[src/rtl/psdi_fir_pkg.sv]
// Shared types and sizing helpers for the time-multiplexed multi-channel FIR.
// FSM encoding, width derivation and saturation limits.
package psdi_fir_pkg;

    typedef enum logic [2:0] {IDLE, MAC, DRAIN, STORE, OUT} fir_state_t;

    function automatic int clog2(input int v);
        int r;
        r = 0;
        while ((1 << r) < v) r = r + 1;
        return r;
    endfunction

    // Accumulator never overflows: full product width plus one bit per tap doubling.
    function automatic int acc_width(input int dw, input int cw, input int ntaps);
        return dw + cw + clog2(ntaps);
    endfunction

    function automatic longint sat_hi(input int dw);
        return (longint'(1) << (dw - 1)) - 1;
    endfunction

    function automatic longint sat_lo(input int dw);
        return -(longint'(1) << (dw - 1));
    endfunction

endpackage

[src/rtl/psdi_fir_mac.sv]
// Shared multiply-accumulate with round-half-up output scaling.
// PSDI_FIR_SAT_EN: clamp the scaled result to the DW range instead of wrapping.
module psdi_fir_mac
    import psdi_fir_pkg::*;
#(
    parameter int DW   = 18,
    parameter int CW   = 8,
    parameter int ACCW = 30
) (
    input  logic                 i_clk,
    input  logic                 i_rst_n,
    input  logic                 i_clr,
    input  logic                 i_en,
    input  logic signed [CW-1:0] i_coef,
    input  logic signed [DW-1:0] i_x,
    input  logic        [4:0]    i_nquant,
    output logic signed [DW-1:0] o_y
);
    typedef logic signed [ACCW:0] wide_t;

    logic signed [ACCW-1:0]  r_acc;
    logic signed [DW+CW-1:0] w_prod;
    logic        [4:0]       w_sh_amt;
    wide_t                   w_rnd;
`ifdef PSDI_FIR_SAT_EN
    localparam wide_t SAT_HI = wide_t'(sat_hi(DW));
    localparam wide_t SAT_LO = wide_t'(sat_lo(DW));
    wide_t                   w_sh;
`endif

    assign w_prod = i_coef * i_x;

    always_ff @(posedge i_clk) begin
        if (!i_rst_n)   r_acc <= '0;
        else if (i_clr) r_acc <= '0;
        else if (i_en)  r_acc <= r_acc + ACCW'(w_prod);
    end

    // One extra bit of headroom so the rounding offset cannot wrap.
    always_comb begin
        w_sh_amt = (int'(i_nquant) > ACCW - 1) ? 5'(ACCW - 1) : i_nquant;
        w_rnd    = wide_t'(r_acc);
        if (w_sh_amt != 5'd0) w_rnd = w_rnd + (wide_t'(1) <<< (w_sh_amt - 5'd1));
`ifdef PSDI_FIR_SAT_EN
        w_sh = w_rnd >>> w_sh_amt;
        if (w_sh > SAT_HI)      o_y = SAT_HI[DW-1:0];
        else if (w_sh < SAT_LO) o_y = SAT_LO[DW-1:0];
        else                    o_y = w_sh[DW-1:0];
`else
        o_y = DW'(w_rnd >>> w_sh_amt);
`endif
    end

endmodule

[src/rtl/psdi_fir_mc.sv]
// Multi-channel FIR: one shared MAC walks every channel's delay line per frame.
// Output clamping is selected with PSDI_FIR_SAT_EN (inside psdi_fir_mac).
module psdi_fir_mc
    import psdi_fir_pkg::*;
#(
    parameter int NCH   = 2,
    parameter int DW    = 18,
    parameter int CW    = 8,
    parameter int NTAPS = 16,
    parameter int AW    = 7
) (
    input  logic                 clock,
    input  logic                 reset,
    input  logic                 data_en,
    input  logic [3:0]           Nfreq,
    input  logic [4:0]           Nquant,
    input  logic                 bypass,
    output logic [AW-1:0]        RAM_coefs_addr,
    input  logic signed [CW-1:0] RAM_coefs_dataout,
    input  logic [NCH*DW-1:0]    data_in,
    output logic [NCH*DW-1:0]    data_out,
    output logic                 out_valid,
    output logic                 busy,
    output logic                 overrun
);
    localparam int LW   = clog2(NTAPS);
    localparam int CHW  = (NCH > 1) ? clog2(NCH) : 1;
    localparam int ACCW = acc_width(DW, CW, NTAPS);

    fir_state_t           r_state;
    logic [LW-1:0]        r_wp, r_tap;
    logic [CHW-1:0]       r_ch;
    logic [4:0]           r_nquant;
    logic [AW-1:0]        r_addr, r_base;
    logic signed [DW-1:0] r_dl [NCH][NTAPS];
    logic signed [DW-1:0] r_x;
    logic                 r_mac_vld;
    logic [NCH*DW-1:0]    r_res, r_data_out;
    logic                 r_out_valid, r_busy, r_overrun;

    logic                 w_accept;
    logic [LW-1:0]        w_rd;
    logic [AW-1:0]        w_base;
    logic signed [DW-1:0] w_y;
    logic [NCH*DW-1:0]    w_res;

    assign w_accept = data_en && (r_state == IDLE || r_state == OUT);
    assign w_rd     = r_wp - r_tap;
    assign w_base   = AW'(int'(Nfreq) * NTAPS);

    assign RAM_coefs_addr = r_addr;
    assign data_out       = r_data_out;
    assign out_valid      = r_out_valid;
    assign busy           = r_busy;
    assign overrun        = r_overrun;

    always_comb begin
        w_res = r_res;
        w_res[r_ch*DW +: DW] = w_y;
    end

    psdi_fir_mac #(.DW(DW), .CW(CW), .ACCW(ACCW)) u_mac (
        .i_clk    (clock),
        .i_rst_n  (reset),
        .i_clr    (r_state == STORE),
        .i_en     (r_mac_vld),
        .i_coef   (RAM_coefs_dataout),
        .i_x      (r_x),
        .i_nquant (r_nquant),
        .o_y      (w_y)
    );

    always_ff @(posedge clock) begin
        if (!reset) begin
            r_state     <= IDLE;
            r_wp        <= '0;
            r_tap       <= '0;
            r_ch        <= '0;
            r_nquant    <= '0;
            r_addr      <= '0;
            r_base      <= '0;
            r_x         <= '0;
            r_mac_vld   <= 1'b0;
            r_res       <= '0;
            r_data_out  <= '0;
            r_out_valid <= 1'b0;
            r_busy      <= 1'b0;
            r_overrun   <= 1'b0;
            for (int c = 0; c < NCH; c++)
                for (int t = 0; t < NTAPS; t++)
                    r_dl[c][t] <= '0;
        end else begin
            r_out_valid <= 1'b0;
            // Sample is delayed one cycle to line up with the RAM read latency.
            r_mac_vld   <= (r_state == MAC);
            r_x         <= r_dl[r_ch][w_rd];
            if (data_en && !w_accept) r_overrun <= 1'b1;
            case (r_state)
                IDLE, OUT: begin
                    r_busy  <= 1'b0;
                    r_state <= IDLE;
                    if (data_en) begin
                        for (int c = 0; c < NCH; c++)
                            r_dl[c][r_wp] <= data_in[c*DW +: DW];
                        r_nquant <= Nquant;
                        r_busy   <= 1'b1;
                        if (bypass) begin
                            r_data_out  <= data_in;
                            r_out_valid <= 1'b1;
                            r_wp        <= r_wp + 1'b1;
                            r_state     <= OUT;
                        end else begin
                            r_base  <= w_base;
                            r_addr  <= w_base;
                            r_tap   <= '0;
                            r_ch    <= '0;
                            r_state <= MAC;
                        end
                    end
                end
                MAC: begin
                    if (r_tap == LW'(NTAPS - 1)) begin
                        r_state <= DRAIN;
                    end else begin
                        r_tap  <= r_tap + 1'b1;
                        r_addr <= r_addr + 1'b1;
                    end
                end
                DRAIN: r_state <= STORE;
                STORE: begin
                    r_res  <= w_res;
                    r_tap  <= '0;
                    if (r_ch == CHW'(NCH - 1)) begin
                        r_data_out  <= w_res;
                        r_out_valid <= 1'b1;
                        r_wp        <= r_wp + 1'b1;
                        r_state     <= OUT;
                    end else begin
                        r_addr  <= r_base;
                        r_ch    <= r_ch + 1'b1;
                        r_state <= MAC;
                    end
                end
                default: r_state <= IDLE;
            endcase
        end
    end

endmodule
[config.mk]
export PLATFORM = sky130hd
export DESIGN_NAME = psdi_fir_mc
export DESIGN_NICKNAME = d
export VERILOG_FILES = /design/src/rtl/psdi_fir_pkg.sv /design/src/rtl/psdi_fir_mac.sv /design/src/rtl/psdi_fir_mc.sv
export SDC_FILE = /design/constraint.sdc
export NUM_CORES = 2
export LEC_CHECK = 0
export ABC_AREA = 1
export BUFFER_PORTS_ARGS = -buffer_cell sky130_fd_sc_hd__clkbuf_2
export CAP_MARGIN = 40
export CORE_MARGIN = 2
export CORE_UTILIZATION = 45
export CTS_BUF_LIST = sky130_fd_sc_hd__clkbuf_8
export DETAILED_ROUTE_END_ITERATION = 16
export PLACE_DENSITY = 0.6
export SYNTH_ARGS = -nofsm -noshare
export SYNTH_HDL_FRONTEND = slang
export SYNTH_SLANG_ARGS = --single-unit
[constraint.sdc]
create_clock -name clock -period 13.55 [get_ports clock]
set_input_delay 2.0325 -clock clock [delete_from_list [all_inputs] [get_ports clock]]
set_output_delay 2.0325 -clock clock [all_outputs]
set_load 0.05 [all_outputs]
======== Word level (Yosys, flattened, before mapping) ========
Memories as Yosys holds them, arrays and structs flattened. A register that Yosys moved wholly into a read port is not among the register bits.
Index checks and enable logic that the tools add are counted.
storage, ports and cells
  flip-flop bits (word level) ............. 151
  RAM bits ................................ 576
  logic and storage cells ................. 1265
  output and inout bits ................... 46
  input port bits ......................... 57
  memories ................................ 1
memory list
  memory  words  width  read ports  clocked after Yosys merged registers in  write ports  RTL line           text
  r_dl    2      288    1           1                                        2            psdi_fir_mc.sv:35  logic signed [DW-1:0] r_dl [NCH][NTAPS];
cells by class
  $mul .................................... 2
  shift-type cells ........................ 4
  $add $sub $neg .......................... 9
  bitwise operators ....................... 580
  reduce and logical (&&, ||, !) cells .... 17
  order comparisons ....................... 4
  equality and inequality tests ........... 12
  muxes and demuxes ....................... 621
operator list
  operator                                                 number
  2-to-1 mux 1 bit                                         588
  OR 1 bit                                                 576
  2-to-1 mux 288 bit                                       1
  2-to-1 mux 36 bit                                        3
  binary-select mux 18 bit (select 4 bit)                  1
  demux 18 bit (select 4 bit)                              1
  one-hot mux 36 bit (2 select lines)                      1
  2-to-1 mux 18 bit                                        3
  bitwise mux 36 bit                                       1
  variable shift 18 x 34 -> 36 bit (first input constant)  1
  indexed part select 18 x 34 -> 36 bit                    1
  negator 6 -> 34 bit                                      1
  adder 30 x 31 -> 31 bit                                  1
  2-to-1 mux 31 bit                                        1
  <<< shifter 2 x 5 -> 31 bit (first input constant)       1
  >>> shifter 31 x 5 -> 18 bit                             1
  adder 30 x 26 -> 30 bit                                  1
  2-to-1 mux 7 bit                                         4
  multiplier 8 x 18 -> 26 bit                              1
  2-to-1 mux 4 bit                                         6
  one-hot mux 7 bit (3 select lines)                       1
  2-to-1 mux 3 bit                                         4
  inequality test 2 bit (second input constant)            6
  one-hot mux 3 bit (4 select lines)                       1
  other kinds (32)                                         43

======== Longest topological paths before layout ========
  depth in word-level cells ............... 11
  gate-level depth with buffers ........... 31
  gate-level depth less buffers ........... 29

======== Modules after synthesis ========
Synthesis repeated with hierarchy kept, for this count alone.
second synthesis, totals
  cells, all modules ...................... 5449
  area total of the unflattened synthesis .. 43451.7 µm²
by module, submodules not included
  module        instances  area each (µm²)  seq. area each (µm²)  cells each
  psdi_fir_mc   1          31196.2          19558.8               3496
  psdi_fir_mac  1          12255.5          600.6                 1953

======== Worst setup path after synthesis ========
Ideal clock, no wire load.
  path kind ............................... in2reg
  from .................................... in RAM_coefs_dataout[1]
  to ...................................... reg u_mac.r_acc[29]
  stages .................................. 19
  library setup time ...................... 0.115 ns
  buffers on the path ..................... 1
  slack ................................... 6.664 ns
  data required time ...................... 13.435 ns
  arrival time ............................ 6.771 ns
  cells stage by stage .................... clkbuf_1 -> nand2_1 -> fa_1 -> inv_1 -> fa_1 -> fa_1 -> fa_1 -> ha_1 -> ha_1 -> nand2_1 -> nor4_1 -> nand4_1 -> nand3_1 -> nand2_1 -> o211ai_1 -> a21oi_1 -> xor2_1 -> o21ai_0 -> inv_1
between the ends
  cells in the longest elaborated chain, start to end .. 2
ends and longest elaborated chain
  what                         RTL line            text
  start, declared              psdi_fir_mc.sv:19   input logic signed [CW-1:0] RAM_coefs_dataout,
  multiplier 8 x 18 -> 26 bit  psdi_fir_mac.sv:31  assign w_prod = i_coef * i_x;
  adder 30 x 26 -> 30 bit      psdi_fir_mac.sv:36  else if (i_en) r_acc <= r_acc + ACCW'(w_prod);
  end signal, assigned         psdi_fir_mac.sv:36
  end, declared                psdi_fir_mac.sv:21  logic signed [ACCW-1:0] r_acc;
Every way passes these cells.
A chain may end at the register's enable or synchronous reset.

======== Final worst setup path ========
Ends and elaborated chain as after synthesis.

==> impl_metrics.toml <==
[layout]
syn_to_final_growth_pct = 10.2
layout.nets = 4868
finalInstanceArea_sq_um = 46200
drive_gt1_share_pct = 10.4

[floorplanning]
core-area_sq_um = 92900
num_io_pins = 103
start_util_pct = 45.2
die_h_microns = 309
die_w_microns = 309
die_area_sq_um = 95700
fp-row-count = 112

[sta]
hold_ws_ps = 456
fin_skew_ps = 43.5
setup_violations = 0
finalHoldViolations = 0
drv_slew = 0
worst_slew_margin_rel_pct = 38.2
worstMarginPinSlew_ps = 920
rsz0062_at_grt = "no"
fmax_mhz = 144
final.min_clock_period_ps = 6930
tns_ps = 0
min_period_over_period_pct = 51.1

[cts]
cts_setup_buffers = 0
cts-buffers-inserted = 121
hold_buffers = 0
insertion_delay_ps = 770
htree_levels = 3
cts_tree = "built"
cts_buffer_depth = 3
path_clk_slew_ps = 70
post_cts_resized = 0
cts_root_buf = "clkbuf_8"
clkSinkCount = 728

[synth]
synthArstFlopShare_pct = 0
synth_compound_area_share_pct = 9.94
yosys.area.top_type = "edfxtp_1"
yosys_register_bits = 728
synth_area_leaders = "edfxtp_1 41%, nor2_1 7.9%, fa_1 7.6%, dfxtp_1 7.3%, nand2_1 5.8%"
synth_nets = 4870
syn_inst = 4548
synth_area_sq_um = 42000
synth_enable_flop_cells = 576
synth_ff_type = "edfxtp_1"
synthAdderAreaFrac_pct = 10.8
ys_types = 53
ys_seq_area_share_pct = 48.5
synth_xor_area_share_pct = 0.876
synth_common_cells = "879 x nor2_1, 648 x nand2_1, 576 x edfxtp_1"
synth_simple_gate_area_share_pct = 19.3
ys_warn_count = 0
post-synth-top-area-fraction_pct = 41.2
yosysMostFrequentCell = "nor2_1"
synth_mux_area_share_pct = 3.36
synth_top_family_by_area = "simple AND/OR/NAND/NOR gates"
syn_area_per_cell_sq_um = 9.23

[placement]
gp_congestion = 0.925
dp_hpwl_microns = 82100
placed_cell_area_sq_um = 43900
port_buffers = 101

[grt]
grt_busiest_layer = "met2"
grt_pass1_wl_microns = 186000
antenna_found_initial = 1
grt_usage_pct = 25.5
use_met1_pct = 33.7
gr-usage-met3_pct = 3.97
grt_max_degree = 89
grt_use_met2_pct = 42.8
grt_remaining_overflow = 0
grt_pass1_vias = 31500

[routing]
routed_wl_microns = 122000
ant_nets = 0
drtIter0Drc = 2852
drtPass1Iterations = 5
routed_via_density = 5.53
wl_per_cell_microns = 20.7
route.vias.total = 32600
drc = 0

[run]
drv_cap = 0

[setup_path]
path_max_fanout = 18
cp.arrival_ps = 7560
cp_data_required_time_ps = 14180
critical_path_class = "input pin to flip-flop"
setup.worst_path.start_class = "input pin"
crit_path_end_kind = "flip-flop"

[power]
clkPwrFrac_pct = 16.9
cellLeakagePower_uw = 0.0198
swShare_pct = 47.7
p_sw_uw = 5310
p_comb_share_pct = 58.3
ir_worst_vdd_v = 0.000246
sequentialPowerShare_pct = 24.8
p_int_uw = 5820
power_density_nw_per_um2 = 241

[status]
status = "completed"

[worst_hold_path]
hp-class = "flip-flop to flip-flop"
-- logic make-up after synthesis --
kind of cell / count (synthesis)
buf+inv: 776
simple gates: 1930
xor+xnor: 42
other cells: 1
flops: 728
mux: 141
compound gates: 665
fa+ha+maj: 265
-- stage by stage --
stage	worst slack [ps]	util, %	power [uW]	std cells
floorplan	6660	-	7480	4548
global placement	5950	46.5	9150	5644
detailed placement	5900	47.2	9260	5677
CTS	6690	49.8	11200	5903
global route	6220	49.8	12100	5904
finish	6620	49.8	11100	5904
-- power groups by stage --
stage / Sequential [uW] / Combinational, uW / Clock [uW]
4_1_cts: 2760 / 6500 / 1910
3_5_place_dp: 2810 / 6450 / 0
2_1_floorplan: 2780 / 4700 / 0
5_1_grt: 2780 / 7290 / 2010
3_3_place_gp: 2800 / 6350 / 0
6_report: 2760 / 6490 / 1880
-- state kept, by name, summed over array words and instances (netlist names), named ones only --
name / cells
r_base: 3
u_mac.r_acc: 30
r_wp: 4
r_ch: 1
busy: 1
overrun: 1
r_mac_vld: 1
out_valid: 1
r_state: 3
data_out: 36
r_nquant: 5
RAM_coefs_addr: 7
r_x: 18
r_tap: 4
r_res: 36
r_dl: 576
-- final timing paths --
path / startpoint / to / slack [ps] / cells after the start
worst max-delay path: RAM_coefs_dataout[1] / u_mac.r_acc[29] / 6620 / 19
worst min-delay path: r_tap[2] / r_tap[2] / 460 / 1
worst max register to register: r_x[17] / u_mac.r_acc[29] / 7850 / 18
worst min register to register: r_tap[2] / r_tap[2] / 460 / 1
-- metal layers --
layer  up-vias  wire [microns]
met2      1063           58900
met1     16000           51500
met5         -               0
li1      15400               -
met3       161            8000
met4         0            3850
-- worst max-delay path, stage by stage --
cell and delay (ps):
clkbuf_2 360, nand2_1 620, fa_1 730, inv_1 60, fa_1 520, fa_1 440, fa_1 490, ha_1 310
ha_1 380, nand2_1 140, nor4_1 420, nand4_1 150, nand3_1 170, nand2_1 70, o211ai_1 150, a21oi_1 130
xor2_1 160, o21ai_0 150, inv_1 50
-- cells in the final DEF (no fill, tap or decap), drive strengths merged, types with 22 or more instances in the layout --
cell | synthesis | layout
xnor2 | 22 | 22
dfxtp | 152 | 152
nor2 | 902 | 902
ha | 105 | 105
o21ai | 248 | 248
nand2 | 678 | 678
clkbuf | 236 | 235
nand4 | 46 | 46
mux2i | 141 | 141
buf | 62 | 72
edfxtp | 576 | 576
o221ai | 124 | 124
o211ai | 36 | 36
a31oi | 33 | 33
a21oi | 154 | 154
nand3 | 258 | 258
fa | 160 | 160
inv | 454 | 508
clkinv | 24 | 57
-- cell type report --
cell class / instances / area, sq um
Fill cell: 8713 / 46700
Sequential cell: 728 / 20300
Multi-Input combinational cell: 3044 / 18700
Clock inverter: 92 / 512
Tap cell: 1254 / 1570
Inverter: 478 / 1800
Timing Repair Buffer: 173 / 1500
Antenna cell: 1 / 2.50
Clock buffer: 134 / 1840
Note: power is estimated with default switching activity, not from simulation.
